--- src/rtl/uart_pkg.sv ---
// ----------------------------------------------------------------------------
// uart_pkg
// Shared definitions for the UART transmit arbiter:
//   arb_state_t   - arbiter FSM state encoding
//   DEF_NUM_REQ   - default number of requesters
//   DEF_BURST_MAX - default burst length limit while locked
//   owner_w()     - width of the owner / pointer index for n requesters
// ----------------------------------------------------------------------------
package uart_pkg;

    typedef enum logic [1:0] {
        ST_IDLE   = 2'd0,
        ST_LOAD   = 2'd1,
        ST_SETTLE = 2'd2,
        ST_WAIT   = 2'd3
    } arb_state_t;

    localparam int DEF_NUM_REQ   = 4;
    localparam int DEF_BURST_MAX = 16;

    function automatic int owner_w(input int n);
        return (n <= 2) ? 1 : $clog2(n);
    endfunction

endpackage

--- src/rtl/uart_tx_arbiter_if.sv ---
// ----------------------------------------------------------------------------
// uart_tx_arbiter_if
// Requester / transmitter side bundle of the UART transmit arbiter.
//   en       arbitration enable
//   req      per-requester byte pending
//   lock     per-requester burst lock
//   data     per-requester byte, [8i+7:8i] belongs to requester i
//   ack      one-cycle pulse to the requester whose byte was loaded
//   tx_rdy   transmitter ready
//   tx_data  byte to transmitter, valid with tx_load
//   tx_load  one-cycle load strobe
//   busy     arbiter not idle
//   owner    current or last owner index
// Modports: master = requesters + transmitter, slave = arbiter.
// ----------------------------------------------------------------------------
interface uart_tx_arbiter_if
    import uart_pkg::*;
#(
    parameter int NUM_REQ = DEF_NUM_REQ
) ();

    localparam int OW = owner_w(NUM_REQ);

    logic                   en;
    logic [NUM_REQ-1:0]     req;
    logic [NUM_REQ-1:0]     lock;
    logic [8*NUM_REQ-1:0]   data;
    logic [NUM_REQ-1:0]     ack;
    logic                   tx_rdy;
    logic [7:0]             tx_data;
    logic                   tx_load;
    logic                   busy;
    logic [OW-1:0]          owner;

    modport master (
        output en, req, lock, data, tx_rdy,
        input  ack, tx_data, tx_load, busy, owner
    );

    modport slave (
        input  en, req, lock, data, tx_rdy,
        output ack, tx_data, tx_load, busy, owner
    );

endinterface

--- src/rtl/uart_rr_picker.sv ---
// ----------------------------------------------------------------------------
// uart_rr_picker
// Combinational round-robin search: first set bit of i_req at or above
// i_ptr, wrapping from NUM_REQ-1 back to 0.
//   i_req    request vector
//   i_ptr    search start index
//   o_valid  any request found
//   o_idx    index of the winner (0 when none)
// ----------------------------------------------------------------------------
module uart_rr_picker
    import uart_pkg::*;
#(
    parameter int NUM_REQ = DEF_NUM_REQ,
    localparam int OW     = owner_w(NUM_REQ)
) (
    input  logic [NUM_REQ-1:0] i_req,
    input  logic [OW-1:0]      i_ptr,
    output logic               o_valid,
    output logic [OW-1:0]      o_idx
);

    // Scan from the farthest offset down to zero so the nearest hit wins.
    always_comb begin
        int c;
        c       = 0;
        o_valid = 1'b0;
        o_idx   = '0;
        for (int k = NUM_REQ - 1; k >= 0; k--) begin
            c = int'(i_ptr) + k;
            if (c >= NUM_REQ) c = c - NUM_REQ;
            if (i_req[c[OW-1:0]]) begin
                o_valid = 1'b1;
                o_idx   = c[OW-1:0];
            end
        end
    end

endmodule

--- src/rtl/uart_tx_arbiter.sv ---
// ----------------------------------------------------------------------------
// uart_tx_arbiter
// Round-robin arbiter feeding one UART transmitter from NUM_REQ byte
// sources, with optional burst lock (up to BURST_MAX bytes per grant).
//   i_clk  clock, all state on rising edge
//   i_rst  synchronous active-high reset
//   bus    uart_tx_arbiter_if.slave (requests, data, acks, tx handshake)
//
// state  | meaning
// IDLE   | no owner; grant when en, tx_rdy and any request
// LOAD   | one cycle: tx_load, tx_data and ack[owner] high
// SETTLE | one cycle, tx_rdy ignored so the transmitter can drop it
// WAIT   | hold until tx_rdy; then continue burst or release to IDLE
// ----------------------------------------------------------------------------
module uart_tx_arbiter
    import uart_pkg::*;
#(
    parameter int NUM_REQ    = DEF_NUM_REQ,
    parameter int BURST_MAX  = DEF_BURST_MAX,
    parameter int SYNC_RESET = 1
) (
    input  logic               i_clk,
    input  logic               i_rst,
    uart_tx_arbiter_if.slave   bus
);

    localparam int         OW   = owner_w(NUM_REQ);
    localparam logic [7:0] BMAX = 8'(BURST_MAX);

    if (SYNC_RESET != 1 || NUM_REQ < 2 || NUM_REQ > 8 ||
        BURST_MAX < 1 || BURST_MAX > 255) begin : g_bad_cfg
        $error("uart_tx_arbiter: unsupported parameter set");
    end

    arb_state_t         r_state, w_next_state;
    logic [OW-1:0]      r_owner, w_next_owner;
    logic [OW-1:0]      r_ptr;
    logic [7:0]         r_bcnt;
    logic [7:0]         r_tx_data;
    logic               r_tx_load;
    logic [NUM_REQ-1:0] r_ack;
    logic               w_pick_valid;
    logic [OW-1:0]      w_pick_idx;
    logic               w_burst_ok;
    logic               w_load;
    logic               w_release;
    logic [7:0]         w_bytes [NUM_REQ];

    for (genvar i = 0; i < NUM_REQ; i++) begin : g_bytes
        assign w_bytes[i] = bus.data[8*i +: 8];
    end

    uart_rr_picker #(
        .NUM_REQ (NUM_REQ)
    ) u_picker (
        .i_req   (bus.req),
        .i_ptr   (r_ptr),
        .o_valid (w_pick_valid),
        .o_idx   (w_pick_idx)
    );

    always_comb begin
        w_next_state = r_state;
        w_next_owner = r_owner;
        w_burst_ok   = bus.en && bus.req[r_owner] && bus.lock[r_owner] &&
                       (r_bcnt < BMAX);
        case (r_state)
            ST_IDLE: begin
                if (bus.en && bus.tx_rdy && w_pick_valid) begin
                    w_next_state = ST_LOAD;
                    w_next_owner = w_pick_idx;
                end
            end
            ST_LOAD:   w_next_state = ST_SETTLE;
            ST_SETTLE: w_next_state = ST_WAIT;
            ST_WAIT: begin
                if (bus.tx_rdy) w_next_state = w_burst_ok ? ST_LOAD : ST_IDLE;
            end
            default:   w_next_state = ST_IDLE;
        endcase
    end

    assign w_load    = (w_next_state == ST_LOAD);
    assign w_release = (r_state == ST_WAIT) && (w_next_state == ST_IDLE);

    // Outputs are registered on entry to LOAD so they line up with that state.
    always_ff @(posedge i_clk) begin
        if (i_rst) begin
            r_state   <= ST_IDLE;
            r_owner   <= '0;
            r_ptr     <= '0;
            r_bcnt    <= '0;
            r_tx_data <= '0;
            r_tx_load <= 1'b0;
            r_ack     <= '0;
        end else begin
            r_state   <= w_next_state;
            r_owner   <= w_next_owner;
            r_tx_load <= w_load;
            r_ack     <= w_load ? (NUM_REQ'(1) << w_next_owner) : '0;
            if (w_load) begin
                r_tx_data <= w_bytes[w_next_owner];
                if (r_bcnt < BMAX) r_bcnt <= r_bcnt + 8'd1;
            end
            if (w_release) begin
                r_bcnt <= '0;
                r_ptr  <= (r_owner == OW'(NUM_REQ - 1)) ? '0 : r_owner + 1'b1;
            end
        end
    end

    assign bus.ack     = r_ack;
    assign bus.tx_data = r_tx_data;
    assign bus.tx_load = r_tx_load;
    assign bus.busy    = (r_state != ST_IDLE);
    assign bus.owner   = r_owner;

endmodule

--- src/flat_wrapper.sv ---
// flat-port wrapper written by rule: the top's interface ports become plain ports
module uart_tx_arbiter_flat import uart_pkg::*;
#(
    parameter int NUM_REQ    = DEF_NUM_REQ,
    parameter int BURST_MAX  = DEF_BURST_MAX,
    parameter int SYNC_RESET = 1
)
  (i_clk, i_rst, bus_en, bus_req, bus_lock, bus_data, bus_tx_rdy, bus_ack, bus_tx_data, bus_tx_load, bus_busy, bus_owner);
  uart_tx_arbiter_if #(.NUM_REQ(NUM_REQ)) bus_i ();
  input  logic i_clk;
  input  logic i_rst;
  input wire logic [$bits(bus_i.en)-1:0] bus_en;
  input wire logic [$bits(bus_i.req)-1:0] bus_req;
  input wire logic [$bits(bus_i.lock)-1:0] bus_lock;
  input wire logic [$bits(bus_i.data)-1:0] bus_data;
  input wire logic [$bits(bus_i.tx_rdy)-1:0] bus_tx_rdy;
  output wire logic [$bits(bus_i.ack)-1:0] bus_ack;
  output wire logic [$bits(bus_i.tx_data)-1:0] bus_tx_data;
  output wire logic [$bits(bus_i.tx_load)-1:0] bus_tx_load;
  output wire logic [$bits(bus_i.busy)-1:0] bus_busy;
  output wire logic [$bits(bus_i.owner)-1:0] bus_owner;
  assign bus_i.en = bus_en;
  assign bus_i.req = bus_req;
  assign bus_i.lock = bus_lock;
  assign bus_i.data = bus_data;
  assign bus_i.tx_rdy = bus_tx_rdy;
  assign bus_ack = bus_i.ack;
  assign bus_tx_data = bus_i.tx_data;
  assign bus_tx_load = bus_i.tx_load;
  assign bus_busy = bus_i.busy;
  assign bus_owner = bus_i.owner;
  uart_tx_arbiter #(.NUM_REQ(NUM_REQ), .BURST_MAX(BURST_MAX), .SYNC_RESET(SYNC_RESET)) u_core (.i_clk(i_clk), .i_rst(i_rst), .bus(bus_i));
endmodule
--- config.mk ---
export PLATFORM = sky130hd
export DESIGN_NAME = uart_tx_arbiter_flat
export DESIGN_NICKNAME = d
export VERILOG_FILES = /design/src/rtl/uart_pkg.sv /design/src/rtl/uart_tx_arbiter_if.sv /design/src/rtl/uart_rr_picker.sv /design/src/rtl/uart_tx_arbiter.sv /design/src/flat_wrapper.sv
export SDC_FILE = /design/constraint.sdc
export NUM_CORES = 1
export LEC_CHECK = 0
export ABC_AREA = 1
export CAP_MARGIN = 30
export CORE_MARGIN = 4
export CORE_UTILIZATION = 44
export CTS_CLUSTER_SIZE = 25
export DETAILED_ROUTE_END_ITERATION = 8
export PLACE_DENSITY = 0.89
export SYNTH_ARGS = -nofsm -noshare
export SYNTH_HDL_FRONTEND = slang
export SYNTH_SLANG_ARGS = --single-unit
--- constraint.sdc ---
create_clock -name i_clk -period 2.13 [get_ports i_clk]
set_input_delay 0.426 -clock i_clk [delete_from_list [all_inputs] [get_ports i_clk]]
set_output_delay 0.426 -clock i_clk [all_outputs]
set_load 0.02 [all_outputs]
==> run summary, run 1 <==
The flow ran to the end, and the final reports show no timing, DRC or antenna violations. The count of pins over their slew limit was 0. The initial antenna violation count came out at 0.

The average vias per placed instance was 4.91. In the global route stage, overall resource usage came out at 19.2%. The number of cells after detailed placement is 358.

The logs give 0 for the number of setup buffers added after CTS and 0 for the post-route antenna net violation count. The number of distinct library cells after synthesis is 28. At the end of the flow the core is filled with cells to 68.9%.

The CTS sink count is 27, and the power density over the cells is 540 mW/mm^2. For this run, the post-layout net count is 363. Counting along the longest clock path gives a buffer depth of 2.

dfxtp_1 takes more of the synthesized area than any other cell. The data arrival time of the critical path is 2.19 ns, and the mapped cell area is 0.00159 sq mm. CTS placed an instance of clkbuf_4 at the clock tree root. The number of clock buffers added by TritonCTS is 3. The flip-flop and latch count after synthesis came out at 27.

The number of antenna diodes in the final layout is 0. Yosys attributes the largest share of cell area to dfxtp_1, nand2_1, nand3_1. The biggest fanout along the worst timing path was 9; the area overhead of the layout relative to synthesis was 48.1%. Counting flops with an async set or reset pin after synthesis yields a share of 0%. The final-report hold violation count was 0. The logs give 76.7% for the normalized max-slew margin and 0.00235 sq mm for the final non-filler cell area. STA classifies the critical path endpoint as a flip-flop. STA classifies the critical path startpoint as a primary input.

The number of nets handed over by synthesis was 294. The global route total overflow was 0. In the routed design, unresolved DRC markers number 0. The number of instances in the synthesized netlist was 248; the count of endpoints failing setup in the final report was 0. VDD sags by at most 426 uV. The required arrival time at the worst endpoint is 2.37 ns, and the half-perimeter wire length of the detailed placement result is 3290 um. In this run the core area contains 21 standard-cell rows. The run gives 0.00342 sq mm as the placeable core region.

The average cell area after synthesis was 6.41 sq um; the overall power consumption was 1.27 mW. Sequential cell area fraction in the yosys report: 34.0%. The routability congestion estimate was 0.997; the proportion of netlist area held by the largest area contributor was 34.0%.

Clock latency on the worst-skew pair, taken at its later pin, is 0.33 ns. Number of global-route vias before repair: 1,728. After layout, the worst path uses 91.8% of the clock period. The first-pass GRT wire length is 6820 um. The CTS H-tree depth came out at 1. Setup repair after global routing left no endpoint under its margin. The die covers 0.00464 sq mm. The overall via count from detail_route was 1,779; the clock input transition at the sequential cells of the worst setup and hold paths was 0.15 ns. The first TritonRoute pass finished after 4 iterations. Max-cap violations in this run came to 0.

The worst path needs 1.96 ns of the cycle, external delays included. The placed instances occupy a cell area of 0.00232 sq mm. The number of DRC markers in iteration 0 came out at 152. The height of the die is 68.1 um. Cells with a size suffix above 1 make up 11.4% of the layout. Die boundary width: 68.1 um. The highest clock frequency the design can meet was 511 MHz. For the leakage power of the design, the log shows 1.06 nW.

The path class of the tightest hold or removal check is reg -> reg. The I/O pin count was 60. The number of enable-type register cells in the synthesized netlist works out to 0. The initial cell density of the core is 46.5%. Leaving out filler cells and counting taps, the final layout contains 362. The worst setup path is of the in -> reg kind. Between clock sinks in the finished design, the worst skew comes to 0.00325 ns. The slew at the pin closest to its max-slew limit was 0.350 ns. Input and output buffers added on the ports amount to 59. The post-detailed-routing wire length was 4120 um; the wire length per cell was 11.4 um. TritonCTS built the clock tree. Yosys printed 0 warnings. In the synthesized netlist the dominant register cell turns out to be dfxtp_1. Entering global routing, the biggest net connects 19 pins.
layout make-up:
class | instances | area [sq um]
clock buffer | 3 | 22.5
clock inverter | 1 | 7.51
fill | 302 | 1060
inverter | 32 | 125
multi-input combinational | 183 | 876
sequential | 27 | 542
tap | 46 | 57.6
timing repair buffer | 70 | 723
cell usage after synthesis, types with 2 or more instances:
| master | instances |
|---|---|
| nand4_1 | 2 |
| ha_1 | 2 |
| inv_2 | 3 |
| o21ai_0 | 2 |
| nand2_1 | 72 |
| nand2_4 | 2 |
| buf_6 | 3 |
| inv_1 | 27 |
| nand3_1 | 51 |
| nand2_2 | 8 |
| nor2_2 | 4 |
| a21oi_1 | 16 |
| or2_0 | 2 |
| nor2_1 | 14 |
| dfxtp_1 | 27 |
critical path, cell delays in order:
cell and delay (ns):
clkdlybuf4s50_1 0.44, inv_1 0.11, nand2_1 0.08, nand3_1 0.09, nand2_1 0.08, nor2_2 0.17
nand2_2 0.10, nand2_4 0.09, nand2_2 0.07, or2_1 0.26, nand2_2 0.18, o22ai_1 0.09
cell families (layout without fill, tap and decap cells):
kind of cell / Yosys count / after routing / synth area share [%]
buffers and inverters: 38 / 106 / 10.9
AOI/OAI and AO/OA: 22 / 22 / 7.40
xor gates and xnor gates: 1 / 1 / 0.551
and+or+nand+nor: 158 / 158 / 45.6
adders and majority gates: 2 / 2 / 1.57
DFF: 27 / 27 / 34.0
path summary, 6_finish.rpt:
path | from | endpoint | slack (ns) | depth (start not counted)
max | bus_req[3] | u_core.r_ptr[0] | 0.17 | 12
min | u_core.r_bcnt[5] | u_core.r_bcnt[5] | 0.45 | 2
max reg2reg | u_core.r_ptr[0] | u_core.r_ptr[0] | 0.26 | 12
min reg2reg | u_core.r_bcnt[5] | u_core.r_bcnt[5] | 0.45 | 2
power breakdown:
part	internal (mW)	switching, mW
Combinational	0.238	0.237
Clock	0.0720	0.157
Sequential	0.543	0.0236
Total	0.853	0.418
what timing repair did:
| item | 4_1_cts | 5_1_grt |
|---|---|---|
| hold endpoints to repair | 0 | 0 |
| setup endpoints to repair | 0 | 12 |
| gates resized for setup | 0 | 2 |
| hold buffers | 0 | 0 |
layout by cell type, fill, tap and decap left out:
| master | Yosys | layout |
|---|---|---|
| nand2_1 | 72 | 72 |
| clkdlybuf4s50_1 | 0 | 59 |
| nand3_1 | 51 | 51 |
| inv_1 | 27 | 27 |
| dfxtp_1 | 27 | 26 |
| a21oi_1 | 16 | 16 |
| nor2_1 | 14 | 14 |
| nand2_2 | 8 | 8 |
| buf_4 | 1 | 7 |
| nor2_2 | 4 | 4 |
| buf_12 | 0 | 4 |
| clkbuf_4 | 0 | 3 |
| nand4_1 | 2 | 2 |
| inv_4 | 1 | 2 |
| nand2_4 | 2 | 2 |
| o21ai_0 | 2 | 2 |
| inv_2 | 3 | 2 |
| or2_0 | 2 | 2 |
| ha_1 | 2 | 2 |
| nand3b_1 | 1 | 1 |
| o21ai_1 | 1 | 1 |
| or2_1 | 1 | 1 |
| o21bai_1 | 1 | 1 |
| o22ai_1 | 1 | 1 |
| a21oi_2 | 1 | 1 |
| nand3_2 | 1 | 1 |
| clkinv_1 | 1 | 1 |
| xor2_1 | 1 | 1 |
| clkinvlp_4 | 0 | 1 |
| dfxtp_2 | 0 | 1 |
metrics by stage:
stage	TNS, ns	hold WS (ns)	setup slack, ns
floorplan	0	0.415	0.458
global placement	-1.59	0.426	-0.107
detailed placement	-3.57	0.430	-0.211
CTS	0	0.450	0.151
global route	0	0.472	0.00953
finish	0	0.449	0.175
metal layers:
metal | wire length, um | GRT usage [%]
met5 | 0 | 0
met3 | 450 | 8.05
met4 | 35 | 5.21
met1 | 1650 | 19.7
met2 | 1980 | 35.3
registers in the layout, summed over array words and instances, names as in the netlist:
name                cells
u_core.r_bcnt           8
u_core.r_state          2
u_core.bus.tx_load      1
u_core.bus.tx_data      8
u_core.r_ptr            2
u_core.bus.owner        2
u_core.bus.ack          4
Note: power is estimated with default switching activity, not from simulation.
==> run 2, diff against run 1 <==
- RECOVER_POWER: default -> 50
==> run 2 against run 1 <==
Effect of this change:
- die area is the same
- sequential power barely moved
- utilization unchanged
- routed wire length is 0.24% lower
- fmax down 0.26%
- clock power barely moved
- first-iteration DRC count is the same
- total power shrank 1.0%
- flip-flop and latch count unchanged
- critical path depth shrank 11
- critical path type is now reg -> out
==> run summary, run 2 (same netlist as run 1, synthesis figures left out) <==
The worst setup path is of the reg -> out kind. The CTS sink count came out at 27 (unchanged). Setup repair after global routing left no endpoint under its margin. The global route total overflow is 0 (unchanged).

The biggest fanout along the worst timing path is 6 (-3), and the height of the die is 68.1 um (unchanged). The tools report the number of global-route vias before repair as 1,728 (unchanged). The count of pins over their slew limit is 0 (unchanged), and the number of setup buffers added after CTS is 0 (unchanged).

The final non-filler cell area is 0.00235 sq mm (unchanged), and the final-report hold violation count is 0 (unchanged). The part of the cycle the worst path needs is 92.0% (+0.24 points), and the die boundary width is 68.1 um (unchanged). For the leakage power of the design, the log shows 1.11 nW (+4.1%). The category of the worst setup path capture point is a primary output.

Number of optimization iterations in the first detailed-route pass: 4 (unchanged). Grouping stages by cell kind, the critical path spends the most delay in buffers and inverters. The worst hold path belongs to the class reg -> reg. The number of CTS-inserted buffers was 3 (unchanged); the switching power of the nets was 416 uW (-0.38%). The number of diodes was 0 (unchanged). STA classifies the critical path startpoint as a flip-flop.

The run gives 0.33 ns (about the same) as the insertion delay of the later-clocked pin in the worst-skew pair. The tools report the normalized max-slew margin as 76.7% (about the same). The highest clock frequency the design can meet was 510 MHz (-0.26%).

Slew at the pin closest to its max-slew limit: 0.349 ns (-0.000705 ns). Critical path buffer and inverter count: 1 (-1). The slowest stage of the critical path belongs to the cell dlygate4sd3_1. The number of buffers added on ports was 59 (unchanged).

The logs give 19 (unchanged) for the pin count of the biggest net entering global routing and 358 (unchanged) for the number of cells after detailed placement. The average vias per placed instance is 4.91 (unchanged). The signal on the critical path passes through dlygate4sd3_1.

The data arrival time of the critical path is 1.53 ns (-0.66 ns), and the worst stage delay on the critical path is 0.71 ns (+0.27 ns). The count of endpoints failing setup in the final report is 0 (unchanged), and the count of hold-fix buffers inserted at cts is 0 (unchanged). The area overhead of the layout relative to synthesis is 48.1% (unchanged). The clock input transition at the sequential cells of the worst setup and hold paths was 0.15 ns (about the same). Number of DRC markers in iteration 0: 152 (unchanged).

For the routability congestion estimate, the log shows 0.997 (unchanged). The share of total power in the clock network is 18.2% (+0.2 points), and the required arrival time at the worst endpoint is 1.70 ns (-0.67 ns). The tools report the max-capacitance violation count as 0 (unchanged). For the post-route antenna net violation count, the log shows 0 (unchanged). The ratio of cells with drive above 1 in the final layout is 11.4% (unchanged), and the final critical-path required period is 1.96 ns (+0.00503 ns). The first-pass GRT wire length came out at 6820 um (unchanged). Leaving out fill and tap cells, the most frequent cell in the layout is nand2_1.

The tools report the initial antenna violation count as 0 (unchanged). The power density over the cells was 535 mW/mm^2 (-1.0%). The logs give 362 (unchanged) for the number of non-filler instances in the completed layout and 0.00464 sq mm (unchanged) for the area of the die. The combinational share of power came out at 36.9% (-0.5 points).

The CTS H-tree depth came out at 1 (unchanged). The run gives 2 (unchanged) as the buffer levels on the longest clock path. The post-detailed-routing wire length was 4110 um (-0.24%); the overall via count from detail_route was 1,779 (unchanged). The wire length per cell works out to 11.3 um (-0.24%). The fraction of power consumed by sequential logic is 44.9% (+0.3 points), and the I/O pin count is 60 (unchanged). For the placeable core region, the log shows 0.00342 sq mm (unchanged). The standard-cell row count is 21 (unchanged), and the worst setup skew after layout is 0.00334 ns (+0.0000852 ns).

For the half-perimeter wire length of the detailed placement result, the log shows 3290 um (unchanged). The switching share of total power was 33.1% (+0.20 points); the placed instance area was 0.00232 sq mm (unchanged). The tools report the internal power contribution as 842 uW (-1.3%).

The cell sitting at the root of the clock tree is a clkbuf_4. The count of filler cells inserted in the layout was 302 (unchanged); the global router's overall resource usage was 19.2% (unchanged). TritonCTS built the clock tree. Final routed DRC violation total: 0 (unchanged). The flow ran to the end, and the final reports show no timing, DRC or antenna violations. The run gives 423 uV (-0.71%) as the maximum ir drop on the vdd rail. The library cells used most frequently in the layout, excluding fill and tap cells, are nand2_1, nand3_1, clkdlybuf4s50_1. The initial cell density of the core was 46.5% (unchanged); the count of nets after finishing was 363 (unchanged).
[run 2: cell count changes in the layout (fill, tap and decap cells not counted)]
| cell | before | now |
|---|---|---|
| clkdlybuf4s50_1 | 59 | 43 |
| dlygate4sd3_1 | 0 | 16 |
[run 2: layer usage]
layer  track usage (%)  wire, um  vias to the layer above
met2              35.3      1980                       66
met4              5.21        35                        0
met3              8.05       454                        5
met1              19.7      1640                      781
met5                 0         0                        -
li1                  -         -                      927
[run 2: what timing repair did]
action	4_1_cts	5_1_grt
hold endpoints to repair	0	0
resized for setup	0	2
endpoints found under the setup margin	0	12
[run 2: area by class of cell]
class	count	area, sq um	area share, %
clock buffer	3	22.5	0.957
clock inverter	1	7.51	0.319
inverter	32	125	5.32
multi-input combinational	183	876	37.2
sequential	27	542	23.0
tap	46	57.6	2.45
timing repair buffer	70	723	30.7
[run 2: per-stage QoR]
stage	hold WS [ns]	power [mW]	setup WS, ns	setup TNS (ns)	util, %
6_report	0.449	1.26	0.170	0	68.9
5_1_grt	0.472	1.34	0.00954	0	68.9
4_1_cts	0.450	1.28	0.151	0	68.8
3_5_place_dp	0.430	1.05	-0.211	-3.57	67.9
3_3_place_gp	0.426	1.04	-0.107	-1.59	67.9
2_1_floorplan	0.415	0.821	0.458	0	-
[run 2: worst paths after layout]
check / from / end / slack [ns] / cells past startpoint
worst min register to register: u_core.r_bcnt[5] / u_core.r_bcnt[5] / 0.45 / 2
worst max register to register: u_core.r_ptr[0] / u_core.r_ptr[0] / 0.26 / 12
worst max-delay path: u_core.bus.owner[0] / bus_owner[0] / 0.17 / 1
worst min-delay path: u_core.r_bcnt[5] / u_core.r_bcnt[5] / 0.45 / 2
[run 2: power by group through the flow]
| stage | registers, mW | clock network [mW] | logic, mW |
|---|---|---|---|
| final | 0.565 | 0.229 | 0.464 |
| after global placement | 0.576 | 0 | 0.466 |
| after detailed placement | 0.578 | 0 | 0.476 |
| after global routing | 0.570 | 0.256 | 0.516 |
| after floorplan | 0.611 | 0 | 0.210 |
| after CTS | 0.567 | 0.238 | 0.478 |
